## config.mk

```make
export PLATFORM = sky130hd
export DESIGN_NAME = blinker
export DESIGN_NICKNAME = d
export VERILOG_FILES = /design/src/rtl/blinker.sv
export SDC_FILE = /design/constraint.sdc
export NUM_CORES = 1
export LEC_CHECK = 0
export CAP_MARGIN = 20
export CORE_ASPECT_RATIO = 0.9
export CORE_MARGIN = 4
export CORE_UTILIZATION = 35
export DETAILED_ROUTE_END_ITERATION = 8
export HOLD_SLACK_MARGIN = 0.08
export PLACE_DENSITY = 0.57
export SYNTH_ARGS = -nofsm -noshare
export SYNTH_HDL_FRONTEND = slang
export SYNTH_SLANG_ARGS = --single-unit
```

## constraint.sdc

```tcl
create_clock -name clk -period 4.2 [get_ports clk]
set_clock_uncertainty 0.2 [all_clocks]
set_input_delay 0.63 -clock clk [delete_from_list [all_inputs] [get_ports clk]]
set_output_delay 0.63 -clock clk [all_outputs]
set_load 0.02 [all_outputs]
```

## src/rtl/blinker.sv

```systemverilog
// Free-running LED blinker: divides clk down to a 50% duty square wave.
// Ports: clk (clock), led (blink output, high = on), rst (async, active-high).
module blinker #(
  parameter int CLK_FREQ_HZ = 100_000_000,
  parameter int BLINK_HZ    = 1
) (
  input  logic clk,
  output logic led,
  input  logic rst
);

  // Guard the division so a zero BLINK_HZ reaches the check below
  // instead of failing elaboration with a divide-by-zero.
  localparam int HALF_PERIOD =
    (BLINK_HZ > 0) ? CLK_FREQ_HZ / (2 * BLINK_HZ) : 0;

  localparam int CNT_W =
    (HALF_PERIOD > 1) ? $clog2(HALF_PERIOD) : 1;

  localparam int LAST_I =
    (HALF_PERIOD > 0) ? HALF_PERIOD - 1 : 0;

  localparam logic [CNT_W-1:0] LAST = CNT_W'(LAST_I);

  if (BLINK_HZ == 0) begin : g_bad_blink
    $error("blinker: BLINK_HZ must be non-zero");
  end else if (HALF_PERIOD < 1) begin : g_bad_ratio
    $error("blinker: CLK_FREQ_HZ must be >= 2*BLINK_HZ");
  end

  // Initialisers let the block run with rst never asserted.
  logic [CNT_W-1:0] cnt_q = '0;
  logic             led_q = 1'b0;
  logic [CNT_W-1:0] cnt_d;
  logic             led_d;

  always_comb begin
    cnt_d = cnt_q + CNT_W'(1);
    led_d = led_q;
    if (cnt_q == LAST) begin
      cnt_d = '0;
      led_d = ~led_q;
    end
  end

  always_ff @(posedge clk or posedge rst) begin
    if (rst) begin
      cnt_q <= '0;
      led_q <= 1'b0;
    end else begin
      cnt_q <= cnt_d;
      led_q <= led_d;
    end
  end

  assign led = led_q;

endmodule

```

==> results of run 1 <==
[routing by layer]
layer,up-vias,track usage (%),wire length (um)
li1,480,-,-
met1,476,16.9,1270
met2,11,19.2,1250
met3,4,3.13,56
met4,0,5.66,43
met5,-,0,0
[power by group]
| part | internal [uW] | total, uW | switching (uW) |
|---|---|---|---|
| Clock | 67.3 | 150 | 82.4 |
| Sequential | 260 | 260 | 0 |
| Combinational | 3.44 | 8.90 | 5.46 |
[worst max-delay path by stage]
| stage | start | endpoint | slack [ns] |
|---|---|---|---|
| after floorplan | cnt_q[9] | cnt_q[12] | 2.16 |
| final | cnt_q[9] | cnt_q[21] | 1.77 |
| after detailed placement | cnt_q[9] | cnt_q[21] | 1.78 |
| after global routing | cnt_q[9] | cnt_q[21] | 1.65 |
| after global placement | cnt_q[9] | cnt_q[21] | 1.86 |
| after CTS | cnt_q[9] | cnt_q[21] | 1.77 |
[layout make-up]
class,instances,area share (%)
clock buffers,3,2.77
clock inverters,1,0.503
inverters,2,0.503
multi-input cells,97,43.9
flip-flops and latches,27,45.3
well taps,46,3.86
repair buffers,3,3.19
[kinds of logic (layout without fill, tap and decap cells)]
logic type	after synthesis	after routing	synth area share (%)
fa+ha+maj	1	1	0.909
simple gates	63	63	28.1
xor+xnor	17	17	10.8
flops	27	27	49.1
buf+inv	9	9	3.36
compound gates	16	16	7.73
[sequential cells by signal (all words and copies together) (netlist names)]
register	flops
led	1
cnt_q	26
[synth_stat cells, types with 4 or more instances]
cell type	n	area, um^2
sky130_fd_sc_hd__a21oi_1	5	25.0
sky130_fd_sc_hd__and4_1	4	35.0
sky130_fd_sc_hd__buf_2	4	20.0
sky130_fd_sc_hd__dfrtp_1	27	676
sky130_fd_sc_hd__nand2_1	8	30.0
sky130_fd_sc_hd__nand3_1	6	30.0
sky130_fd_sc_hd__nand4_1	10	62.6
sky130_fd_sc_hd__nor2_1	13	48.8
sky130_fd_sc_hd__nor4_1	5	31.3
sky130_fd_sc_hd__o31ai_1	4	30.0
sky130_fd_sc_hd__xnor2_1	10	87.6
sky130_fd_sc_hd__xor2_1	7	61.3
[cell usage in the layout, fill, tap and decap left out]
cell and count:
sky130_fd_sc_hd__buf_16 1, sky130_fd_sc_hd__and4_1 4, sky130_fd_sc_hd__o21ai_0 3, sky130_fd_sc_hd__clkbuf_8 3, sky130_fd_sc_hd__or3_1 2, sky130_fd_sc_hd__o31ai_1 4, sky130_fd_sc_hd__clkinvlp_4 1, sky130_fd_sc_hd__nand4_1 10
sky130_fd_sc_hd__nand3_1 6, sky130_fd_sc_hd__nor4_1 5, sky130_fd_sc_hd__o21ba_2 1, sky130_fd_sc_hd__ha_1 1, sky130_fd_sc_hd__a21oi_1 5, sky130_fd_sc_hd__nand2_1 8, sky130_fd_sc_hd__and2_1 2, sky130_fd_sc_hd__xor2_1 7
sky130_fd_sc_hd__nor3_1 1, sky130_fd_sc_hd__dfrtp_1 27, sky130_fd_sc_hd__o31a_1 1, sky130_fd_sc_hd__or3_4 1, sky130_fd_sc_hd__or4bb_1 1, sky130_fd_sc_hd__or4_4 3, sky130_fd_sc_hd__nand4_4 1, sky130_fd_sc_hd__and3_1 2
sky130_fd_sc_hd__nor2b_1 1, sky130_fd_sc_hd__or4_1 3, sky130_fd_sc_hd__clkdlybuf4s50_1 2, sky130_fd_sc_hd__nor2_1 13, sky130_fd_sc_hd__a21oi_2 2, sky130_fd_sc_hd__inv_1 2, sky130_fd_sc_hd__xnor2_1 10
[stage by stage]
step | cells | setup slack (ns) | hold WS (ns)
4_1_cts | 178 | 1.77 | 0.281
3_5_place_dp | 174 | 1.78 | 0.255
2_1_floorplan | 133 | 2.16 | 0.248
5_1_grt | 179 | 1.65 | 0.311
3_3_place_gp | 174 | 1.86 | 0.261
6_report | 179 | 1.77 | 0.279
==> flow_results.xml, run 1 <==
<?xml version="1.0" encoding="UTF-8"?>
<metrics>
  <group name="floorplan">
    <metric name="boundaryPins" unit="">3</metric>
    <metric name="floorplan.die.height" unit="um">67.5</metric>
    <metric name="die_area" unit="um^2">5000</metric>
    <metric name="die-width" unit="um">74.1</metric>
    <metric name="row_count" unit="">21</metric>
    <metric name="start_util" unit="%">36.6</metric>
    <metric name="placeableCoreArea" unit="um^2">3760</metric>
  </group>
  <group name="timing">
    <metric name="timing.final.hold_violations" unit="">0</metric>
    <metric name="grt_setup_unrepaired" unit="">no</metric>
    <metric name="max_slew_margin" unit="%">54.9</metric>
    <metric name="max_freq" unit="GHz">0.411</metric>
    <metric name="finalWorstPathRequiredPeriod" unit="ns">2.43</metric>
    <metric name="worst-slew-pin-transition" unit="ns">0.677</metric>
    <metric name="setup_viol" unit="">0</metric>
    <metric name="finalSetupTns" unit="ns">0</metric>
    <metric name="final_report_max_slew_violation_count" unit="">0</metric>
    <metric name="fin_crit_share" unit="%">57.9</metric>
  </group>
  <group name="worst_setup_path">
    <metric name="cp_num_buf_inv" unit="">0</metric>
    <metric name="timing.reg2reg.worst_path_depth" unit="">4</metric>
    <metric name="worstPathArrival" unit="ns">2.40</metric>
    <metric name="worst_endpoint_required_time" unit="ns">4.17</metric>
    <metric name="r2r_slack" unit="ns">1.77</metric>
    <metric name="crit_path_top_delay_cell" unit="">sky130_fd_sc_hd__and4_1</metric>
    <metric name="cp_top_family" unit="">simple AND/OR/NAND/NOR gates</metric>
    <metric name="rr_startpoint" unit="">cnt_q[9]</metric>
    <metric name="critical_path.max_fanout" unit="">17</metric>
    <metric name="critical_path.startpoint_type" unit="">flip-flop</metric>
    <metric name="worst-path-stages" unit="">4</metric>
    <metric name="criticalPathCategory" unit="">reg2reg</metric>
    <metric name="critical_path_sink_type" unit="">flip-flop</metric>
    <metric name="crit_path_max_incr_delay" unit="ns">0.67</metric>
    <metric name="reg2reg_to" unit="">cnt_q[21]</metric>
    <metric name="cp_cell_sequence" unit="">or4_1 -&gt; nor4_1 -&gt; and4_1 -&gt; o21ba_2</metric>
  </group>
  <group name="drt">
    <metric name="drt.antenna.violating_nets" unit="">0</metric>
    <metric name="drt-vias-per-instance" unit="">5.42</metric>
    <metric name="via_total_after_detailed_routing" unit="">971</metric>
    <metric name="wirelength_per_cell" unit="um">14.7</metric>
    <metric name="drt-total-wl" unit="mm">2.62</metric>
    <metric name="number_of_violations_reported_at_the_end_of_detailed_routing_iteration_0" unit="">63</metric>
    <metric name="firstDrtPassIters" unit="">4</metric>
    <metric name="post-route-drc-count" unit="">0</metric>
  </group>
  <group name="yosys">
    <metric name="synthCells" unit="">133</metric>
    <metric name="yosysSeqAreaShare" unit="%">49.1</metric>
    <metric name="ys_seq_elements" unit="">27</metric>
    <metric name="number_of_synthesized_flops_with_an_enable_pin" unit="">0</metric>
    <metric name="synth-main-ff-cell" unit="">sky130_fd_sc_hd__dfrtp_1</metric>
    <metric name="yosysUniqueCellTypes" unit="">30</metric>
    <metric name="postSynthAreaPerCell" unit="um^2">10.3</metric>
    <metric name="postSynthNetCount" unit="">136</metric>
    <metric name="async_sr_flop_fraction" unit="%">100</metric>
    <metric name="synth-warning-count" unit="">0</metric>
    <metric name="syn-cell-area" unit="um^2">1380</metric>
  </group>
  <group name="placed_design">
    <metric name="place_area" unit="um^2">1420</metric>
    <metric name="dp.final_hpwl" unit="mm">1.84</metric>
    <metric name="gpl.final_weighted_congestion" unit="">0.789</metric>
    <metric name="portBuffers" unit="">2</metric>
  </group>
  <group name="final_layout">
    <metric name="area_taken_by_multi_input_logic_gates" unit="um^2">654</metric>
    <metric name="drive_above_1_share" unit="%">9.77</metric>
    <metric name="finish.utilization" unit="%">39.7</metric>
    <metric name="synthToLayoutAreaGrowth" unit="%">8.36</metric>
    <metric name="final_nets" unit="">137</metric>
    <metric name="antenna_cells" unit="">0</metric>
    <metric name="area.sequential" unit="um^2">676</metric>
    <metric name="layout.cell_area.non_filler" unit="um^2">1490</metric>
    <metric name="nFillCells" unit="">367</metric>
  </group>
  <group name="clocking">
    <metric name="clock-root-buffer" unit="">sky130_fd_sc_hd__clkbuf_8</metric>
    <metric name="h-tree-depth" unit="">1</metric>
    <metric name="postCtsSetupRepairBufs" unit="">0</metric>
    <metric name="cts_repair_resize_count" unit="">0</metric>
    <metric name="cts.sinks" unit="">27</metric>
    <metric name="cts_tree" unit="">yes</metric>
    <metric name="clk_pin_slew" unit="ns">0.10</metric>
    <metric name="clk_path_buf_depth" unit="">2</metric>
    <metric name="clock_latency_reported_for_the_late_side_of_the_worst_skew_pair" unit="ns">0.27</metric>
    <metric name="cts_hold_buffers" unit="">0</metric>
    <metric name="cts_made_buffers" unit="">3</metric>
  </group>
  <group name="power">
    <metric name="ir_drop" unit="uV">121</metric>
    <metric name="total_power" unit="uW">418</metric>
    <metric name="pwr_density_cell" unit="nW/um^2">280</metric>
    <metric name="power.leakage" unit="uW">0.000611</metric>
  </group>
  <group name="hold_path">
    <metric name="whs_path_depth" unit="">1</metric>
    <metric name="min_delay_worst_endpoint" unit="">led</metric>
    <metric name="hp-start" unit="">led</metric>
    <metric name="hold_class" unit="">reg2reg</metric>
  </group>
  <group name="grt">
    <metric name="grt_antenna_before_repair" unit="">0</metric>
    <metric name="via_count_of_the_first_global_routing_pass" unit="">991</metric>
    <metric name="globalRouteTotalUtil" unit="%">12.6</metric>
    <metric name="global_route.overflow_total" unit="">0</metric>
    <metric name="wire_length_of_the_first_global_routing_pass" unit="mm">4.69</metric>
    <metric name="largest_net_degree_at_the_start_of_global_routing" unit="">28</metric>
  </group>
  <group name="job">
    <metric name="max_cap_viol_count" unit="">0</metric>
  </group>
  <group name="outcome">
    <metric name="status" unit="">finished clean</metric>
  </group>
</metrics>
(Power assumes the default switching activity.)
==> run 2, diff against run 1 <==
--- a/config.mk
+++ b/config.mk
@@ -11,7 +11,7 @@
 export CORE_UTILIZATION = 35
 export DETAILED_ROUTE_END_ITERATION = 8
 export HOLD_SLACK_MARGIN = 0.08
-export PLACE_DENSITY = 0.57
+export PLACE_DENSITY = 0.59
 export SYNTH_ARGS = -nofsm -noshare
 export SYNTH_HDL_FRONTEND = slang
 export SYNTH_SLANG_ARGS = --single-unit
==> constraint.sdc (replaced) <==
create_clock -name clk -period 2.1 [get_ports clk]
set_clock_uncertainty 0.2 [all_clocks]
set_input_delay 0.315 -clock clk [delete_from_list [all_inputs] [get_ports clk]]
set_output_delay 0.315 -clock clk [all_outputs]
set_load 0.02 [all_outputs]
==> run 2 against run 1 <==
Net effect:
- sequential share of layout area shrank 2.6 points
- register-to-register slack worse by 1.7 ns
- non-clock buffer count up 15
- critical path depth grew 2
- via count rose by 4.4%
- cell count rose by 8.4%
- combinational power rose by 44%
- largest power group unchanged
- wire length is 0.27% higher
- global-route usage shrank 0.53 points
==> flow_results.xml, run 2 (synthesis gave the netlist of run 1 again) <==
<?xml version="1.0" encoding="UTF-8"?>
<metrics>
  <group name="outcome">
    <metric name="status" unit="">finished clean</metric>
  </group>
  <group name="grt">
    <metric name="global_route.overflow_total" unit="">0</metric>
    <metric name="globalRouteTotalUtil" unit="%">12.1</metric>
    <metric name="wire_length_of_the_first_global_routing_pass" unit="mm">4.64</metric>
    <metric name="via_count_of_the_first_global_routing_pass" unit="">1007</metric>
    <metric name="grt_antenna_before_repair" unit="">0</metric>
    <metric name="largest_net_degree_at_the_start_of_global_routing" unit="">28</metric>
  </group>
  <group name="timing">
    <metric name="max_slew_margin" unit="%">78.5</metric>
    <metric name="grt_setup_unrepaired" unit="">no</metric>
    <metric name="final_report_max_slew_violation_count" unit="">0</metric>
    <metric name="hold_ws" unit="ns">0.186</metric>
    <metric name="setup_ws" unit="ns">0.105</metric>
    <metric name="max_freq" unit="GHz">0.501</metric>
    <metric name="fin_crit_share" unit="%">95.0</metric>
    <metric name="setup_viol" unit="">0</metric>
    <metric name="worst-slew-pin-transition" unit="ns">0.320</metric>
    <metric name="finalSetupTns" unit="ns">0</metric>
    <metric name="timing.final.hold_violations" unit="">0</metric>
    <metric name="finalWorstPathRequiredPeriod" unit="ns">2.00</metric>
  </group>
  <group name="worst_setup_path">
    <metric name="crit_path_max_incr_delay" unit="ns">0.43</metric>
    <metric name="cp_num_buf_inv" unit="">2</metric>
    <metric name="worst_endpoint_required_time" unit="ns">2.07</metric>
    <metric name="critical_path.most_common_cell" unit="">sky130_fd_sc_hd__buf_4</metric>
    <metric name="critical_path_sink_type" unit="">flip-flop</metric>
    <metric name="worstPathArrival" unit="ns">1.97</metric>
    <metric name="crit_path_top_delay_cell" unit="">sky130_fd_sc_hd__or3_4</metric>
    <metric name="critical_path.startpoint_type" unit="">flip-flop</metric>
    <metric name="cp_top_family" unit="">simple AND/OR/NAND/NOR gates</metric>
    <metric name="critical_path.max_fanout" unit="">9</metric>
    <metric name="cp_cell_sequence" unit="">buf_4 -&gt; nand3_1 -&gt; or3_4 -&gt; buf_4 -&gt; o31a_1 -&gt; o21ba_2</metric>
    <metric name="criticalPathCategory" unit="">reg2reg</metric>
  </group>
  <group name="drt">
    <metric name="wirelength_per_cell" unit="um">13.6</metric>
    <metric name="drt-vias-per-instance" unit="">5.23</metric>
    <metric name="firstDrtPassIters" unit="">4</metric>
    <metric name="met2_wirelength" unit="mm">1.20</metric>
    <metric name="drt-total-wl" unit="mm">2.63</metric>
    <metric name="dr.max_layer_used" unit="">met4</metric>
    <metric name="m1WireLength" unit="mm">1.33</metric>
    <metric name="number_of_violations_reported_at_the_end_of_detailed_routing_iteration_0" unit="">30</metric>
    <metric name="via_total_after_detailed_routing" unit="">1014</metric>
    <metric name="post-route-drc-count" unit="">0</metric>
    <metric name="drt.antenna.violating_nets" unit="">0</metric>
    <metric name="routed-wl-met3" unit="um">47</metric>
  </group>
  <group name="floorplan">
    <metric name="start_util" unit="%">36.6</metric>
    <metric name="placeableCoreArea" unit="um^2">3760</metric>
    <metric name="die_area" unit="um^2">5000</metric>
    <metric name="boundaryPins" unit="">3</metric>
    <metric name="row_count" unit="">21</metric>
    <metric name="die-width" unit="um">74.1</metric>
    <metric name="floorplan.die.height" unit="um">67.5</metric>
  </group>
  <group name="clocking">
    <metric name="clk_pin_slew" unit="ns">0.09</metric>
    <metric name="cts_made_buffers" unit="">3</metric>
    <metric name="clk_path_buf_depth" unit="">2</metric>
    <metric name="h-tree-depth" unit="">1</metric>
    <metric name="cts.sinks" unit="">27</metric>
    <metric name="cts_hold_buffers" unit="">0</metric>
    <metric name="clock-root-buffer" unit="">sky130_fd_sc_hd__clkbuf_8</metric>
    <metric name="cts_tree" unit="">yes</metric>
    <metric name="clock_latency_reported_for_the_late_side_of_the_worst_skew_pair" unit="ns">0.27</metric>
  </group>
  <group name="final_layout">
    <metric name="antenna_cells" unit="">0</metric>
    <metric name="instances_no_fill" unit="">194</metric>
    <metric name="drive_above_1_share" unit="%">18.9</metric>
    <metric name="layout.cells.most_common_list" unit="">sky130_fd_sc_hd__dfrtp_1, sky130_fd_sc_hd__buf_4, sky130_fd_sc_hd__nor2_1, sky130_fd_sc_hd__nand4_1, sky130_fd_sc_hd__xnor2_1</metric>
    <metric name="layout_commonest_cell" unit="">sky130_fd_sc_hd__dfrtp_1</metric>
    <metric name="nFillCells" unit="">364</metric>
    <metric name="synthToLayoutAreaGrowth" unit="%">14.9</metric>
    <metric name="max_flop_register" unit="">cnt_q</metric>
    <metric name="largest_register_ffs" unit="">26</metric>
    <metric name="final_nets" unit="">152</metric>
  </group>
  <group name="placed_design">
    <metric name="portBuffers" unit="">2</metric>
    <metric name="preCtsSetupSlack" unit="ns">0.0633</metric>
    <metric name="dp_cells" unit="">189</metric>
    <metric name="gpl.final_weighted_congestion" unit="">0.838</metric>
    <metric name="dp.final_hpwl" unit="mm">1.94</metric>
  </group>
  <group name="power">
    <metric name="power.leakage" unit="uW">0.000679</metric>
    <metric name="ir_drop" unit="uV">294</metric>
    <metric name="pwr_density_cell" unit="nW/um^2">520</metric>
  </group>
  <group name="hold_path">
    <metric name="hold_class" unit="">in2async</metric>
  </group>
  <group name="job">
    <metric name="max_cap_viol_count" unit="">0</metric>
  </group>
</metrics>
==> run 2: layout make-up <==
type | instances | area [um^2] | area share (%)
Clock buffer | 4 | 45.0 | 2.85
Inverter | 2 | 7.51 | 0.475
Sequential cell | 27 | 676 | 42.7
Multi-Input combinational cell | 97 | 656 | 41.5
Tap cell | 46 | 57.6 | 3.64
Timing Repair Buffer | 18 | 140 | 8.86
==> run 2: repair_timing <==
action                                  in CTS  in global routing
buffers inserted                             0                  1
endpoints found under the setup margin       0                 11
gates resized for setup                      0                  1
==> run 2: per-layer routing <==
| metal | track usage, % | up-vias |
|---|---|---|
| met1 | 16.6 | 495 |
| met3 | 2.38 | 4 |
| li1 | - | 509 |
| met2 | 18.4 | 6 |
| met4 | 5.43 | 0 |
| met5 | 0 | - |
==> run 2: worst min-delay path, cell delays in order <==
cell,delay [ns]
sky130_fd_sc_hd__clkdlybuf4s50_1,0.39
sky130_fd_sc_hd__inv_1,0.05
sky130_fd_sc_hd__buf_4,0.31
==> run 2: worst paths after layout <==
path	startpoint	end	slack (ns)	cells past startpoint
hold reg to reg	led	led	0.28	1
min in group clk	led	led	0.28	1
max in group asynchronous	rst	cnt_q[10]	1.25	3
setup / recovery	cnt_q[9]	cnt_q[21]	0.10	6
hold / removal	rst	led	0.19	3
setup reg to reg	cnt_q[9]	cnt_q[21]	0.10	6
==> run 2: metrics by stage <==
step,total power [uW],area [um^2],util (%)
after floorplan,537,1380,-
after global placement,544,1530,40.7
after detailed placement,544,1530,40.7
after CTS,835,1570,41.9
after global routing,860,1580,42.1
final,822,1580,42.1
==> run 2: power breakdown <==
part	switching, uW	internal (uW)
Sequential	0	519
Combinational	9.82	2.98
Clock	154	136
==> run 3, diff against run 2 <==
--- a/config.mk
+++ b/config.mk
@@ -5,6 +5,7 @@
 export SDC_FILE = /design/constraint.sdc
 export NUM_CORES = 1
 export LEC_CHECK = 0
+export ABC_AREA = 1
 export CAP_MARGIN = 20
 export CORE_ASPECT_RATIO = 0.9
 export CORE_MARGIN = 4
==> run 3 against run 2 <==
Net effect:
- combinational power grew 3%
- flip-flop and latch count stayed put
- largest cell class is now multi-input combinational cells
- global-route usage up 1.5 points
- critical path type is now reg2out
==> flow_results.xml, run 3 <==
<?xml version="1.0" encoding="UTF-8"?>
<metrics>
  <group name="final_layout">
    <metric name="layout.cells.most_common_list" unit="">sky130_fd_sc_hd__nand2_1, sky130_fd_sc_hd__nor2_1, sky130_fd_sc_hd__inv_1, sky130_fd_sc_hd__dfrtp_1, sky130_fd_sc_hd__xor2_1</metric>
    <metric name="instances_no_fill" unit="">307</metric>
    <metric name="antenna_cells" unit="">0</metric>
    <metric name="nFillCells" unit="">470</metric>
    <metric name="drive_above_1_share" unit="%">15.1</metric>
    <metric name="synthToLayoutAreaGrowth" unit="%">8.91</metric>
    <metric name="largest_register_ffs" unit="">26</metric>
    <metric name="final_nets" unit="">249</metric>
    <metric name="layout.cell_area.non_filler" unit="um^2">1850</metric>
    <metric name="layout_commonest_cell" unit="">sky130_fd_sc_hd__nand2_1</metric>
    <metric name="max_flop_register" unit="">cnt_q</metric>
  </group>
  <group name="timing">
    <metric name="setup_ws" unit="ns">0.328</metric>
    <metric name="grt_setup_unrepaired" unit="">no</metric>
    <metric name="max_slew_margin" unit="%">76.9</metric>
    <metric name="finalSetupTns" unit="ns">0</metric>
    <metric name="final_report_max_slew_violation_count" unit="">0</metric>
    <metric name="worst-slew-pin-transition" unit="ns">0.347</metric>
    <metric name="fin_crit_share" unit="%">84.4</metric>
    <metric name="setup_viol" unit="">0</metric>
    <metric name="max_freq" unit="GHz">0.564</metric>
    <metric name="finalWorstPathRequiredPeriod" unit="ns">1.77</metric>
    <metric name="timing.final.hold_violations" unit="">0</metric>
  </group>
  <group name="clocking">
    <metric name="clk_pin_slew" unit="ns">0.10</metric>
    <metric name="clk_path_buf_depth" unit="">2</metric>
    <metric name="clock-root-buffer" unit="">sky130_fd_sc_hd__clkbuf_8</metric>
    <metric name="cts_repair_resize_count" unit="">0</metric>
    <metric name="h-tree-depth" unit="">1</metric>
    <metric name="cts_tree" unit="">yes</metric>
    <metric name="cts_made_buffers" unit="">3</metric>
    <metric name="cts.sinks" unit="">27</metric>
    <metric name="clock_latency_reported_for_the_late_side_of_the_worst_skew_pair" unit="ns">0.28</metric>
    <metric name="postCtsSetupRepairBufs" unit="">0</metric>
    <metric name="cts_hold_buffers" unit="">0</metric>
  </group>
  <group name="outcome">
    <metric name="status" unit="">finished clean</metric>
  </group>
  <group name="grt">
    <metric name="globalRouteTotalUtil" unit="%">13.6</metric>
    <metric name="global_route.overflow_total" unit="">0</metric>
    <metric name="largest_net_degree_at_the_start_of_global_routing" unit="">28</metric>
    <metric name="grt_antenna_before_repair" unit="">0</metric>
    <metric name="via_count_of_the_first_global_routing_pass" unit="">1379</metric>
    <metric name="wire_length_of_the_first_global_routing_pass" unit="mm">6.29</metric>
  </group>
  <group name="placed_design">
    <metric name="dp_cells" unit="">303</metric>
    <metric name="place_area" unit="um^2">1800</metric>
    <metric name="dp.final_hpwl" unit="mm">2.63</metric>
    <metric name="gpl.final_weighted_congestion" unit="">0.839</metric>
    <metric name="portBuffers" unit="">2</metric>
    <metric name="preCtsSetupSlack" unit="ns">0.399</metric>
  </group>
  <group name="power">
    <metric name="p_seq_share" unit="%">62.3</metric>
    <metric name="p_int" unit="uW">656</metric>
    <metric name="total_power" unit="uW">834</metric>
    <metric name="p_clk_share" unit="%">36.1</metric>
    <metric name="power.leakage" unit="uW">0.000901</metric>
    <metric name="comb_power_share" unit="%">1.6</metric>
    <metric name="pwr_density_cell" unit="nW/um^2">451</metric>
    <metric name="ir_drop" unit="uV">249</metric>
    <metric name="switchingPower" unit="uW">178</metric>
    <metric name="netSwitchingFraction" unit="%">21.4</metric>
  </group>
  <group name="worst_setup_path">
    <metric name="worstPathArrival" unit="ns">1.26</metric>
    <metric name="critical_path.startpoint_type" unit="">flip-flop</metric>
    <metric name="cp_top_family" unit="">buffers and inverters</metric>
    <metric name="worst_endpoint_required_time" unit="ns">1.58</metric>
    <metric name="cp_num_buf_inv" unit="">1</metric>
    <metric name="reg2reg_to" unit="">cnt_q[5]</metric>
    <metric name="crit_path_top_delay_cell" unit="">sky130_fd_sc_hd__clkdlybuf4s50_1</metric>
    <metric name="critical_path_sink_type" unit="">primary output</metric>
    <metric name="crit_path_max_incr_delay" unit="ns">0.61</metric>
    <metric name="r2r_slack" unit="ns">0.41</metric>
    <metric name="critical_path.max_fanout" unit="">3</metric>
    <metric name="rr_startpoint" unit="">cnt_q[0]</metric>
    <metric name="timing.reg2reg.worst_path_depth" unit="">8</metric>
    <metric name="criticalPathCategory" unit="">reg2out</metric>
    <metric name="cp_cell_sequence" unit="">clkdlybuf4s50_1</metric>
  </group>
  <group name="drt">
    <metric name="drt.antenna.violating_nets" unit="">0</metric>
    <metric name="met2_wirelength" unit="mm">1.41</metric>
    <metric name="firstDrtPassIters" unit="">4</metric>
    <metric name="post-route-drc-count" unit="">0</metric>
    <metric name="drt-total-wl" unit="mm">3.34</metric>
    <metric name="drt-vias-per-instance" unit="">4.36</metric>
    <metric name="wirelength_per_cell" unit="um">10.9</metric>
    <metric name="via_total_after_detailed_routing" unit="">1337</metric>
    <metric name="dr.max_layer_used" unit="">met4</metric>
    <metric name="m1WireLength" unit="mm">1.78</metric>
    <metric name="routed-wl-met3" unit="um">132</metric>
    <metric name="number_of_violations_reported_at_the_end_of_detailed_routing_iteration_0" unit="">62</metric>
  </group>
  <group name="floorplan">
    <metric name="die_area" unit="um^2">6040</metric>
    <metric name="start_util" unit="%">37.1</metric>
    <metric name="boundaryPins" unit="">3</metric>
    <metric name="row_count" unit="">23</metric>
    <metric name="die-width" unit="um">81.4</metric>
    <metric name="floorplan.die.height" unit="um">74.1</metric>
    <metric name="placeableCoreArea" unit="um^2">4580</metric>
  </group>
  <group name="job">
    <metric name="max_cap_viol_count" unit="">0</metric>
  </group>
  <group name="yosys">
    <metric name="synth-main-ff-cell" unit="">sky130_fd_sc_hd__dfrtp_1</metric>
    <metric name="ys_seq_elements" unit="">27</metric>
    <metric name="async_sr_flop_fraction" unit="%">100</metric>
    <metric name="post_synth_main_area_contributors" unit="">sky130_fd_sc_hd__dfrtp_1, sky130_fd_sc_hd__nand2_1, sky130_fd_sc_hd__nor2_1</metric>
    <metric name="synth-warning-count" unit="">0</metric>
    <metric name="yosysUniqueCellTypes" unit="">21</metric>
    <metric name="postSynthAreaPerCell" unit="um^2">7.14</metric>
    <metric name="syn-cell-area" unit="um^2">1700</metric>
    <metric name="netlist.area_leader.share" unit="%">39.8</metric>
    <metric name="number_of_synthesized_flops_with_an_enable_pin" unit="">0</metric>
    <metric name="post_synth_most_frequent_cells" unit="">sky130_fd_sc_hd__nand2_1, sky130_fd_sc_hd__nor2_1, sky130_fd_sc_hd__inv_1, sky130_fd_sc_hd__dfrtp_1, sky130_fd_sc_hd__xor2_1</metric>
    <metric name="synthDominantAreaCellType" unit="">sky130_fd_sc_hd__dfrtp_1</metric>
    <metric name="synthCells" unit="">238</metric>
    <metric name="postSynthNetCount" unit="">241</metric>
    <metric name="yosysSeqAreaShare" unit="%">39.8</metric>
    <metric name="yosys.cell_count.top_type" unit="">sky130_fd_sc_hd__nand2_1</metric>
  </group>
  <group name="hold_path">
    <metric name="hold_class" unit="">in2async</metric>
  </group>
</metrics>
run 3: cell count changes after synthesis, moves of 5 or more:
cell	before	now
sky130_fd_sc_hd__nor2_4	0	7
sky130_fd_sc_hd__nand2_1	8	65
sky130_fd_sc_hd__nand4_1	10	2
sky130_fd_sc_hd__xnor2_1	10	1
sky130_fd_sc_hd__inv_1	2	34
sky130_fd_sc_hd__xor2_1	7	12
sky130_fd_sc_hd__nand2_2	0	10
sky130_fd_sc_hd__nor2_1	13	49
sky130_fd_sc_hd__nor2_2	0	10
sky130_fd_sc_hd__nor4_1	5	0
run 3: kinds of logic after synthesis:
kind of cell | Yosys count | share of synthesized area [%]
buf+inv | 36 | 8.03
compound gates | 1 | 0.294
flops | 27 | 39.8
simple gates | 160 | 44.5
fa+ha+maj | 1 | 0.736
xor+xnor | 13 | 6.70
run 3: metal layers:
metal	GRT usage (%)	up-vias
met5	0	-
li1	-	720
met4	2.25	0
met1	20.1	591
met2	20.7	24
met3	2.91	2
run 3: final cells by class:
cell class | instances | area (um^2) | share of cell area, %
multi-input cells | 175 | 887 | 47.9
flip-flops and latches | 27 | 676 | 36.5
well taps | 62 | 77.6 | 4.19
inverters | 36 | 136 | 7.37
repair buffers | 3 | 27.5 | 1.49
clock inverters | 1 | 5.00 | 0.270
clock buffers | 3 | 41.3 | 2.23
run 3: power groups by stage:
stage                     combinational (uW)  sequential [uW]  clock, uW
after global placement                  14.5              530          0
after floorplan                         7.71              530          0
after CTS                               14.5              520        316
after global routing                    16.6              520        340
final                                   13.2              519        301
after detailed placement                14.5              530          0
run 3: through the flow:
stage                     hold slack, ns  util (%)
final                              0.192      40.4
after global routing               0.245      40.4
after CTS                          0.205      40.4
after detailed placement           0.252      39.4
after global placement             0.247      39.4
after floorplan                    0.168         -
run 3: worst max-delay path by stage:
stage | start | to | slack [ns] | depth (start not counted)
after floorplan | cnt_q[0] | cnt_q[7] | 0.59 | 8
after global placement | cnt_q[0] | cnt_q[0] | 0.42 | 8
after detailed placement | cnt_q[0] | cnt_q[7] | 0.40 | 8
after CTS | led | led | 0.31 | 1
after global routing | cnt_q[0] | cnt_q[5] | 0.24 | 8
final | led | led | 0.33 | 1
